**src/rtl/systolic_pkg.sv**
```systemverilog
// Shared definitions for the systolic result drain: default geometry,
// the row container type and the per-column deskew delay helper.
package systolic_pkg;

  localparam int DEF_DATA_SIZE       = 32;
  localparam int DEF_NUM_COLS        = 4;
  localparam int DEF_MULTIPLY_CYCLES = 3;
  localparam int DEF_FIFO_DEPTH      = 16;

  // One assembled row at the default geometry, column 0 in the low element.
  typedef logic [DEF_NUM_COLS-1:0][DEF_DATA_SIZE-1:0] row_t;

  // Column c lags column 0 by c cycles, so delaying it by n-1-c lines
  // every column up with the last (undelayed) column.
  function automatic int skew_delay(input int c, input int n);
    return n - 1 - c;
  endfunction

endpackage

```
**src/rtl/systolic_result_drain_if.sv**
```systemverilog
// Bundle of the array-side inputs, the row stream and the status outputs
// of the result drain.
//
// Row stream handshake: row_valid/row_data are driven by the drain, row_ready
// by the consumer. A row transfers on a rising clk edge where both row_valid
// and row_ready are 1. Once row_valid is 1 it stays 1 and row_data stays
// stable until that transfer; row_valid never depends combinationally on
// row_ready. array_enable is advisory back-pressure for the array and feeder.
interface systolic_result_drain_if
  import systolic_pkg::*;
#(
  parameter int DATA_SIZE  = DEF_DATA_SIZE,
  parameter int NUM_COLS   = DEF_NUM_COLS,
  parameter int FIFO_DEPTH = DEF_FIFO_DEPTH
);
  localparam int CNT_W = $clog2(FIFO_DEPTH) + 1;

  logic [NUM_COLS-1:0]           col_valid;
  logic [NUM_COLS*DATA_SIZE-1:0] col_data;
  logic                          array_enable;
  logic                          row_valid;
  logic                          row_ready;
  logic [NUM_COLS*DATA_SIZE-1:0] row_data;
  logic [CNT_W-1:0]              row_count;
  logic                          skew_err;
  logic                          overflow_err;

  // Environment side: feeds the columns and consumes rows.
  modport master (
    output col_valid, col_data, row_ready,
    input  array_enable, row_valid, row_data, row_count, skew_err, overflow_err
  );

  // Drain side.
  modport slave (
    input  col_valid, col_data, row_ready,
    output array_enable, row_valid, row_data, row_count, skew_err, overflow_err
  );

endinterface

```
**src/rtl/VX_shift_register.sv**
```systemverilog
// Fixed-depth shift register. Only the top RESETW bits (the valid flag
// in this design) are cleared by reset; the payload bits just shift.
module VX_shift_register #(
  parameter int DATAW  = 33,
  parameter int RESETW = 1,
  parameter int DEPTH  = 1
) (
  input  logic             clk,
  input  logic             reset,
  input  logic             enable,
  input  logic [DATAW-1:0] data_in,
  output logic [DATAW-1:0] data_out
);

  function automatic logic [DATAW-1:0] reset_mask();
    logic [DATAW-1:0] m;
    for (int i = 0; i < DATAW; i++) m[i] = (i >= DATAW - RESETW);
    return m;
  endfunction

  localparam logic [DATAW-1:0] RST_MASK = reset_mask();

  logic [DATAW-1:0] stage_q [DEPTH];
  logic [DATAW-1:0] stage_d [DEPTH];

  // Next stage contents: shift by one when enabled, otherwise hold.
  always_comb begin
    for (int i = 0; i < DEPTH; i++) stage_d[i] = stage_q[i];
    if (enable) begin
      stage_d[0] = data_in;
      for (int i = 1; i < DEPTH; i++) stage_d[i] = stage_q[i-1];
    end
  end

  // Stage registers; reset drops the flagged bits so no stale valid survives.
  always_ff @(posedge clk) begin
    for (int i = 0; i < DEPTH; i++) begin
      if (reset) stage_q[i] <= stage_d[i] & ~RST_MASK;
      else       stage_q[i] <= stage_d[i];
    end
  end

  assign data_out = stage_q[DEPTH-1];

endmodule

```
**src/rtl/systolic_drain_fifo.sv**
```systemverilog
// Synchronous row FIFO with occupancy count. Head is read combinationally
// from storage; a write becomes visible the cycle after it is accepted.
// Push and pop together are honoured when full (the pop frees the slot).
module systolic_drain_fifo
  import systolic_pkg::*;
#(
  parameter int WIDTH = DEF_NUM_COLS * DEF_DATA_SIZE,
  parameter int DEPTH = DEF_FIFO_DEPTH
) (
  input  logic                       clk,
  input  logic                       reset,
  input  logic                       push,
  input  logic                       pop,
  input  logic [WIDTH-1:0]           wdata,
  output logic [WIDTH-1:0]           rdata,
  output logic [$clog2(DEPTH):0]     count,
  output logic                       full,
  output logic                       empty
);

  localparam int PTR_W = $clog2(DEPTH);
  localparam int CNT_W = PTR_W + 1;

  logic [WIDTH-1:0] mem_q [DEPTH];
  logic [PTR_W-1:0] wr_ptr_q, wr_ptr_d;
  logic [PTR_W-1:0] rd_ptr_q, rd_ptr_d;
  logic [CNT_W-1:0] count_q, count_d;
  logic             do_push, do_pop;

  // Pointer/count update; pointers wrap naturally since DEPTH is a power of 2.
  always_comb begin
    do_pop   = pop && (count_q != '0);
    do_push  = push && ((count_q != CNT_W'(DEPTH)) || do_pop);
    wr_ptr_d = wr_ptr_q + PTR_W'(do_push);
    rd_ptr_d = rd_ptr_q + PTR_W'(do_pop);
    count_d  = count_q + CNT_W'(do_push) - CNT_W'(do_pop);
  end

  // Control registers.
  always_ff @(posedge clk) begin
    if (reset) begin
      wr_ptr_q <= '0;
      rd_ptr_q <= '0;
      count_q  <= '0;
    end else begin
      wr_ptr_q <= wr_ptr_d;
      rd_ptr_q <= rd_ptr_d;
      count_q  <= count_d;
    end
  end

  // Row storage; contents are don't-care until written, so no reset.
  always_ff @(posedge clk) begin
    if (do_push) mem_q[wr_ptr_q] <= wdata;
  end

  assign rdata = mem_q[rd_ptr_q];
  assign count = count_q;
  assign full  = (count_q == CNT_W'(DEPTH));
  assign empty = (count_q == '0);

endmodule

```
**src/rtl/systolic_result_drain.sv**
```systemverilog
// Removes the per-column skew of results leaving the bottom of the systolic
// array, assembles complete rows and queues them for a valid/ready consumer.
// array_enable throttles the array early enough that results already in
// flight (SKID of them) always fit in the FIFO.
module systolic_result_drain
  import systolic_pkg::*;
#(
  parameter int DATA_SIZE       = DEF_DATA_SIZE,
  parameter int NUM_COLS        = DEF_NUM_COLS,
  parameter int MULTIPLY_CYCLES = DEF_MULTIPLY_CYCLES,
  parameter int FIFO_DEPTH      = DEF_FIFO_DEPTH
) (
  input logic                    clk,
  input logic                    reset,
  systolic_result_drain_if.slave bus
);

  localparam int SKID  = NUM_COLS + MULTIPLY_CYCLES;
  localparam int CNT_W = $clog2(FIFO_DEPTH) + 1;
  localparam int ROW_W = NUM_COLS * DATA_SIZE;

  logic [NUM_COLS-1:0]  dv;
  logic [DATA_SIZE-1:0] dd [NUM_COLS];
  logic [ROW_W-1:0]     row_in;

  logic [ROW_W-1:0]     fifo_rdata;
  logic [CNT_W-1:0]     count;
  logic                 fifo_full, fifo_empty;

  logic                 push_req, pop, fifo_wr, ovf_event, disagree;
  logic [CNT_W-1:0]     count_next;

  logic array_enable_q, array_enable_d;
  logic skew_err_q, skew_err_d;
  logic overflow_err_q, overflow_err_d;

  // Free-running per-column delay lines; the last column needs none.
  for (genvar c = 0; c < NUM_COLS; c++) begin : g_deskew
    localparam int DLY = skew_delay(c, NUM_COLS);
    if (DLY == 0) begin : g_wire
      assign dv[c] = bus.col_valid[c];
      assign dd[c] = bus.col_data[c*DATA_SIZE +: DATA_SIZE];
    end else begin : g_sr
      logic [DATA_SIZE:0] sr_out;
      VX_shift_register #(
        .DATAW (DATA_SIZE + 1),
        .RESETW(1),
        .DEPTH (DLY)
      ) u_sr (
        .clk     (clk),
        .reset   (reset),
        .enable  (1'b1),
        .data_in ({bus.col_valid[c], bus.col_data[c*DATA_SIZE +: DATA_SIZE]}),
        .data_out(sr_out)
      );
      assign dv[c] = sr_out[DATA_SIZE];
      assign dd[c] = sr_out[DATA_SIZE-1:0];
    end
  end

  // Assemble the aligned row, decide push/pop, and compute flag/enable updates.
  always_comb begin
    row_in = '0;
    for (int c = 0; c < NUM_COLS; c++) row_in[c*DATA_SIZE +: DATA_SIZE] = dd[c];
    disagree       = (dv != {NUM_COLS{dv[0]}});
    push_req       = &dv;
    pop            = !fifo_empty && bus.row_ready;
    fifo_wr        = push_req && (!fifo_full || pop);
    ovf_event      = push_req && fifo_full && !pop;
    count_next     = count + CNT_W'(fifo_wr) - CNT_W'(pop);
    array_enable_d = (count_next <= CNT_W'(FIFO_DEPTH - SKID));
    skew_err_d     = skew_err_q | disagree;
    overflow_err_d = overflow_err_q | ovf_event;
  end

  // Registered enable and sticky error flags.
  always_ff @(posedge clk) begin
    if (reset) begin
      array_enable_q <= 1'b1;
      skew_err_q     <= 1'b0;
      overflow_err_q <= 1'b0;
    end else begin
      array_enable_q <= array_enable_d;
      skew_err_q     <= skew_err_d;
      overflow_err_q <= overflow_err_d;
    end
  end

  systolic_drain_fifo #(
    .WIDTH(ROW_W),
    .DEPTH(FIFO_DEPTH)
  ) u_fifo (
    .clk  (clk),
    .reset(reset),
    .push (fifo_wr),
    .pop  (pop),
    .wdata(row_in),
    .rdata(fifo_rdata),
    .count(count),
    .full (fifo_full),
    .empty(fifo_empty)
  );

  assign bus.array_enable = array_enable_q;
  assign bus.row_valid    = !fifo_empty;
  assign bus.row_data     = fifo_rdata;
  assign bus.row_count    = count;
  assign bus.skew_err     = skew_err_q;
  assign bus.overflow_err = overflow_err_q;

endmodule

```
**src/flat_wrapper.sv**
```systemverilog
// flat-port wrapper written by rule: the top's interface ports become plain ports
module systolic_result_drain_flat import systolic_pkg::*;
#(
  parameter int DATA_SIZE       = DEF_DATA_SIZE,
  parameter int NUM_COLS        = DEF_NUM_COLS,
  parameter int MULTIPLY_CYCLES = DEF_MULTIPLY_CYCLES,
  parameter int FIFO_DEPTH      = DEF_FIFO_DEPTH
)
  (clk, reset, bus_col_valid, bus_col_data, bus_row_ready, bus_array_enable, bus_row_valid, bus_row_data, bus_row_count, bus_skew_err, bus_overflow_err);
  systolic_result_drain_if #(.DATA_SIZE(DATA_SIZE), .NUM_COLS(NUM_COLS), .FIFO_DEPTH(FIFO_DEPTH)) bus_i ();
  input logic clk;
  input logic reset;
  input wire logic [$bits(bus_i.col_valid)-1:0] bus_col_valid;
  input wire logic [$bits(bus_i.col_data)-1:0] bus_col_data;
  input wire logic [$bits(bus_i.row_ready)-1:0] bus_row_ready;
  output wire logic [$bits(bus_i.array_enable)-1:0] bus_array_enable;
  output wire logic [$bits(bus_i.row_valid)-1:0] bus_row_valid;
  output wire logic [$bits(bus_i.row_data)-1:0] bus_row_data;
  output wire logic [$bits(bus_i.row_count)-1:0] bus_row_count;
  output wire logic [$bits(bus_i.skew_err)-1:0] bus_skew_err;
  output wire logic [$bits(bus_i.overflow_err)-1:0] bus_overflow_err;
  assign bus_i.col_valid = bus_col_valid;
  assign bus_i.col_data = bus_col_data;
  assign bus_i.row_ready = bus_row_ready;
  assign bus_array_enable = bus_i.array_enable;
  assign bus_row_valid = bus_i.row_valid;
  assign bus_row_data = bus_i.row_data;
  assign bus_row_count = bus_i.row_count;
  assign bus_skew_err = bus_i.skew_err;
  assign bus_overflow_err = bus_i.overflow_err;
  systolic_result_drain #(.DATA_SIZE(DATA_SIZE), .NUM_COLS(NUM_COLS), .MULTIPLY_CYCLES(MULTIPLY_CYCLES), .FIFO_DEPTH(FIFO_DEPTH)) u_core (.clk(clk), .reset(reset), .bus(bus_i));
endmodule
```
**config.mk**
```make
export PLATFORM = sky130hd
export DESIGN_NAME = systolic_result_drain_flat
export DESIGN_NICKNAME = d
export VERILOG_FILES = /design/src/rtl/systolic_pkg.sv /design/src/rtl/systolic_result_drain_if.sv /design/src/rtl/VX_shift_register.sv /design/src/rtl/systolic_drain_fifo.sv /design/src/rtl/systolic_result_drain.sv /design/src/flat_wrapper.sv
export SDC_FILE = /design/constraint.sdc
export NUM_CORES = 2
export LEC_CHECK = 0
export CAP_MARGIN = 20
export CORE_MARGIN = 2
export CORE_UTILIZATION = 60
export CTS_CLUSTER_SIZE = 16
export DETAILED_ROUTE_END_ITERATION = 8
export DONT_BUFFER_PORTS = 1
export PLACE_DENSITY = 0.77
export SLEW_MARGIN = 20
export SYNTH_ARGS = -nofsm -noshare
export SYNTH_HDL_FRONTEND = slang
export SYNTH_SLANG_ARGS = --single-unit
export TNS_END_PERCENT = 20
```
**constraint.sdc**
```tcl
create_clock -name clk -period 35.1 [get_ports clk]
set_input_delay 7.02 -clock clk [delete_from_list [all_inputs] [get_ports clk]]
set_output_delay 7.02 -clock clk [all_outputs]
set_load 0.005 [all_outputs]
```
==> flow_metrics.tcl <==
set metrics [dict create \
    outcome "complete, no violations" \
    hold_ws_ns 0.278 \
    die_y_um 374 \
    wire_per_inst_um 31.4 \
    grt_pass1_wl_um 262000 \
    die-area_sq_um 140000 \
    synth_top_area_frac 0.750 \
    ir_drop_mv 0.0572 \
    fin_nets 3922 \
    clk_latency_ns 0.88 \
    yosys_warnings 0 \
    layout_common_cells "edfxtp_1, mux4_2, clkbuf_16" \
    path_clk_slew_ns 0.06 \
    drt-initial-drc-count 4512 \
    initial_core_util 0.605 \
    cap_violations 0 \
    clock_path_buffers 3 \
    cp_max_fo 143 \
    cts_tree "built" \
    power_leakage_uw 0.0284 \
    start_kind "register" \
    slew_viol_final 0 \
    fin_crit_sh 0.340 \
    area_growth_pct 11.3 \
    dp.final_hpwl_um 83000 \
    layout_commonest_cell "edfxtp_1" \
    netlist_area_sq_um 82000 \
    path_class "register to output port" \
    nFillCells 8071 \
    antenna_found_initial 18 \
    synth_enable_flop_cells 2048 \
    holdCritStartpoint "u_core.g_deskew[0].g_sr.u_sr.stage_q[1][8]" \
    via_per_inst 6.54 \
    dr.pass1.iters 6 \
    finClkSkew_ns 0.0734 \
    ioPinCount 272 \
    cts_sinks 2262 \
    drc_errors 0 \
    synthFlopType "edfxtp_1" \
    grt_overflow 0 \
    grt_setup_unrepaired "false" \
    tightest_slew_ns 1.19 \
    synthTopCellsByArea "edfxtp_1, mux4_2, dfxtp_1" \
    ant_nets 0 \
    via_count 37615 \
    post_cts_buffers 0 \
    port_buffers 0 \
    finalCriticalPeriod_ns 11.93 \
    synthCells 3683 \
    cts_buffers 212 \
    worst_path_largest_cell_delay_ns 0.96 \
    tns_ns 0 \
    setup_viol 0 \
    routed_wl_um 180000 \
    core_area_sq_um 135000 \
    yosysSeqAreaShare 0.803 \
    htree_levels 4 \
    grt_usage 0.260 \
    ff2ff_path_depth 8 \
    cts_hold_buf 0 \
    gp_congestion 0.720 \
    clock.fmax_mhz 83.9 \
    syn_avg_cell_area_sq_um 22.3 \
    arrival_ns 4.91 \
    grt_pass1_vias 38595 \
    r2r_end "u_core.u_fifo.mem_q[4][3]" \
    cts_resized 0 \
    cp_slowest_cell "buf_4" \
    worst_slack_ns 23.17 \
    r2r_slack_ns 30.58 \
    slew_headroom 0.205 \
    final_hold_viol_count 0 \
    hold_depth 0 \
    yosysTopAreaCell "edfxtp_1" \
    required_ns 28.08 \
    rows 135 \
    power_density_nw_per_um2 66.8 \
    cp_cell_sequence "buf_12 > buf_4 > nand2b_2 > buf_4 > o22ai_1 > a21oi_1 > a21oi_1" \
    hp-class "register to register" \
    multi_input_area_sq_um 15300 \
    ys_seq_elements 2262 \
    synth_nets 3834 \
    cts_root_buffer "clkbuf_16" \
    place_ws_ns 23.96 \
    grt_max_degree 144 \
    worstSetupEndpointType "output port" \
    regArea_sq_um 65800 \
    drive_gt1_frac 0.217 \
    async_reset_ff_frac 0 \
    synth_cell_types 38 \
    r2r_start "u_core.u_fifo.count[2]" \
    whs_endpoint "u_core.g_deskew[0].g_sr.u_sr.stage_q[2][8]" \
    die_w_um 374 \
]
registers in the layout, indices dropped and copies added (netlist names):
name                               flops
u_core.bus.array_enable                1
u_core.bus.overflow_err                1
u_core.bus.skew_err                    1
u_core.g_deskew.g_sr.u_sr.stage_q    198
u_core.u_fifo.count                    5
u_core.u_fifo.mem_q                 2048
u_core.u_fifo.rd_ptr_q                 4
u_core.u_fifo.wr_ptr_q                 4
critical path, delay by kind of cell, from the launching register on:
| family | cells | cell delay [ns] |
|---|---|---|
| buf+inv | 3 | 2.01 |
| compound gates | 3 | 0.56 |
| simple gates | 1 | 0.26 |
| flops | 1 | 0.73 |
kinds of logic after synthesis:
group / Yosys count / share of synthesized area
buffers and inverters: 202 / 0.0124
AOI/OAI and AO/OA: 314 / 0.0278
adders and majority gates: 16 / 0.00263
muxes: 588 / 0.138
DFF: 2262 / 0.803
xor gates and xnor gates: 10 / 0.00107
and+or+nand+nor: 291 / 0.0151
final cells by class:
cell class                 instances  share of cell area
antenna                            7            0.000192
clock buffer                     280              0.0635
clock inverter                   123              0.0148
inverter                          10            0.000412
multi-input combinational       1219               0.168
sequential                      2262               0.722
tap                             1781              0.0244
timing repair buffer              66             0.00708
per-stage QoR:
stage	std cells	utilization	power [uW]	instance area, sq um
2_1_floorplan	3683	-	3700	82000
3_3_place_gp	5338	0.620	3840	84000
3_5_place_dp	5338	0.620	3850	84000
4_1_cts	5741	0.673	6140	91200
5_1_grt	5748	0.673	6290	91200
6_report	5748	0.673	6090	91200
how the worst max path moves through the flow:
| stage | start | end | slack [ns] | cells after the start |
|---|---|---|---|---|
| after floorplan | bus_col_valid[3] | u_core.u_fifo.mem_q[0][0] | 17.78 | 5 |
| after global placement | bus_col_valid[3] | u_core.u_fifo.mem_q[4][19] | 24.03 | 7 |
| after detailed placement | bus_col_valid[3] | u_core.u_fifo.mem_q[4][19] | 23.96 | 7 |
| after CTS | u_core.u_fifo.rd_ptr_q[1] | bus_row_data[118] | 23.20 | 7 |
| after global routing | u_core.u_fifo.rd_ptr_q[0] | bus_row_data[118] | 23.05 | 6 |
| final | u_core.u_fifo.rd_ptr_q[1] | bus_row_data[118] | 23.17 | 7 |
synth_stat cells, types with 10 or more instances:
library cell,n
a22oi_1,200
dfxtp_1,214
a211oi_1,14
a21oi_1,27
mux2i_1,152
buf_1,21
o22ai_1,37
edfxtp_1,2048
a32oi_1,25
ha_1,14
and2_1,16
nand3_1,22
clkbuf_1,89
buf_2,38
buf_6,13
nand2_1,170
buf_4,30
inv_1,10
nor2_1,52
nor2b_1,17
mux4_2,436
layer usage:
layer	global-route usage	up-vias	share of wire
met5	0	-	0.00030
met4	0.0842	8	0.027
met3	0.0632	305	0.092
met2	0.428	1943	0.51
met1	0.347	19865	0.37
li1	-	15494	-
power breakdown:
group	switching [uW]	internal, uW
Sequential	46.7	2950
Clock	1000	1300
Combinational	396	397
No activity file was read; power rests on OpenSTA's default activity.
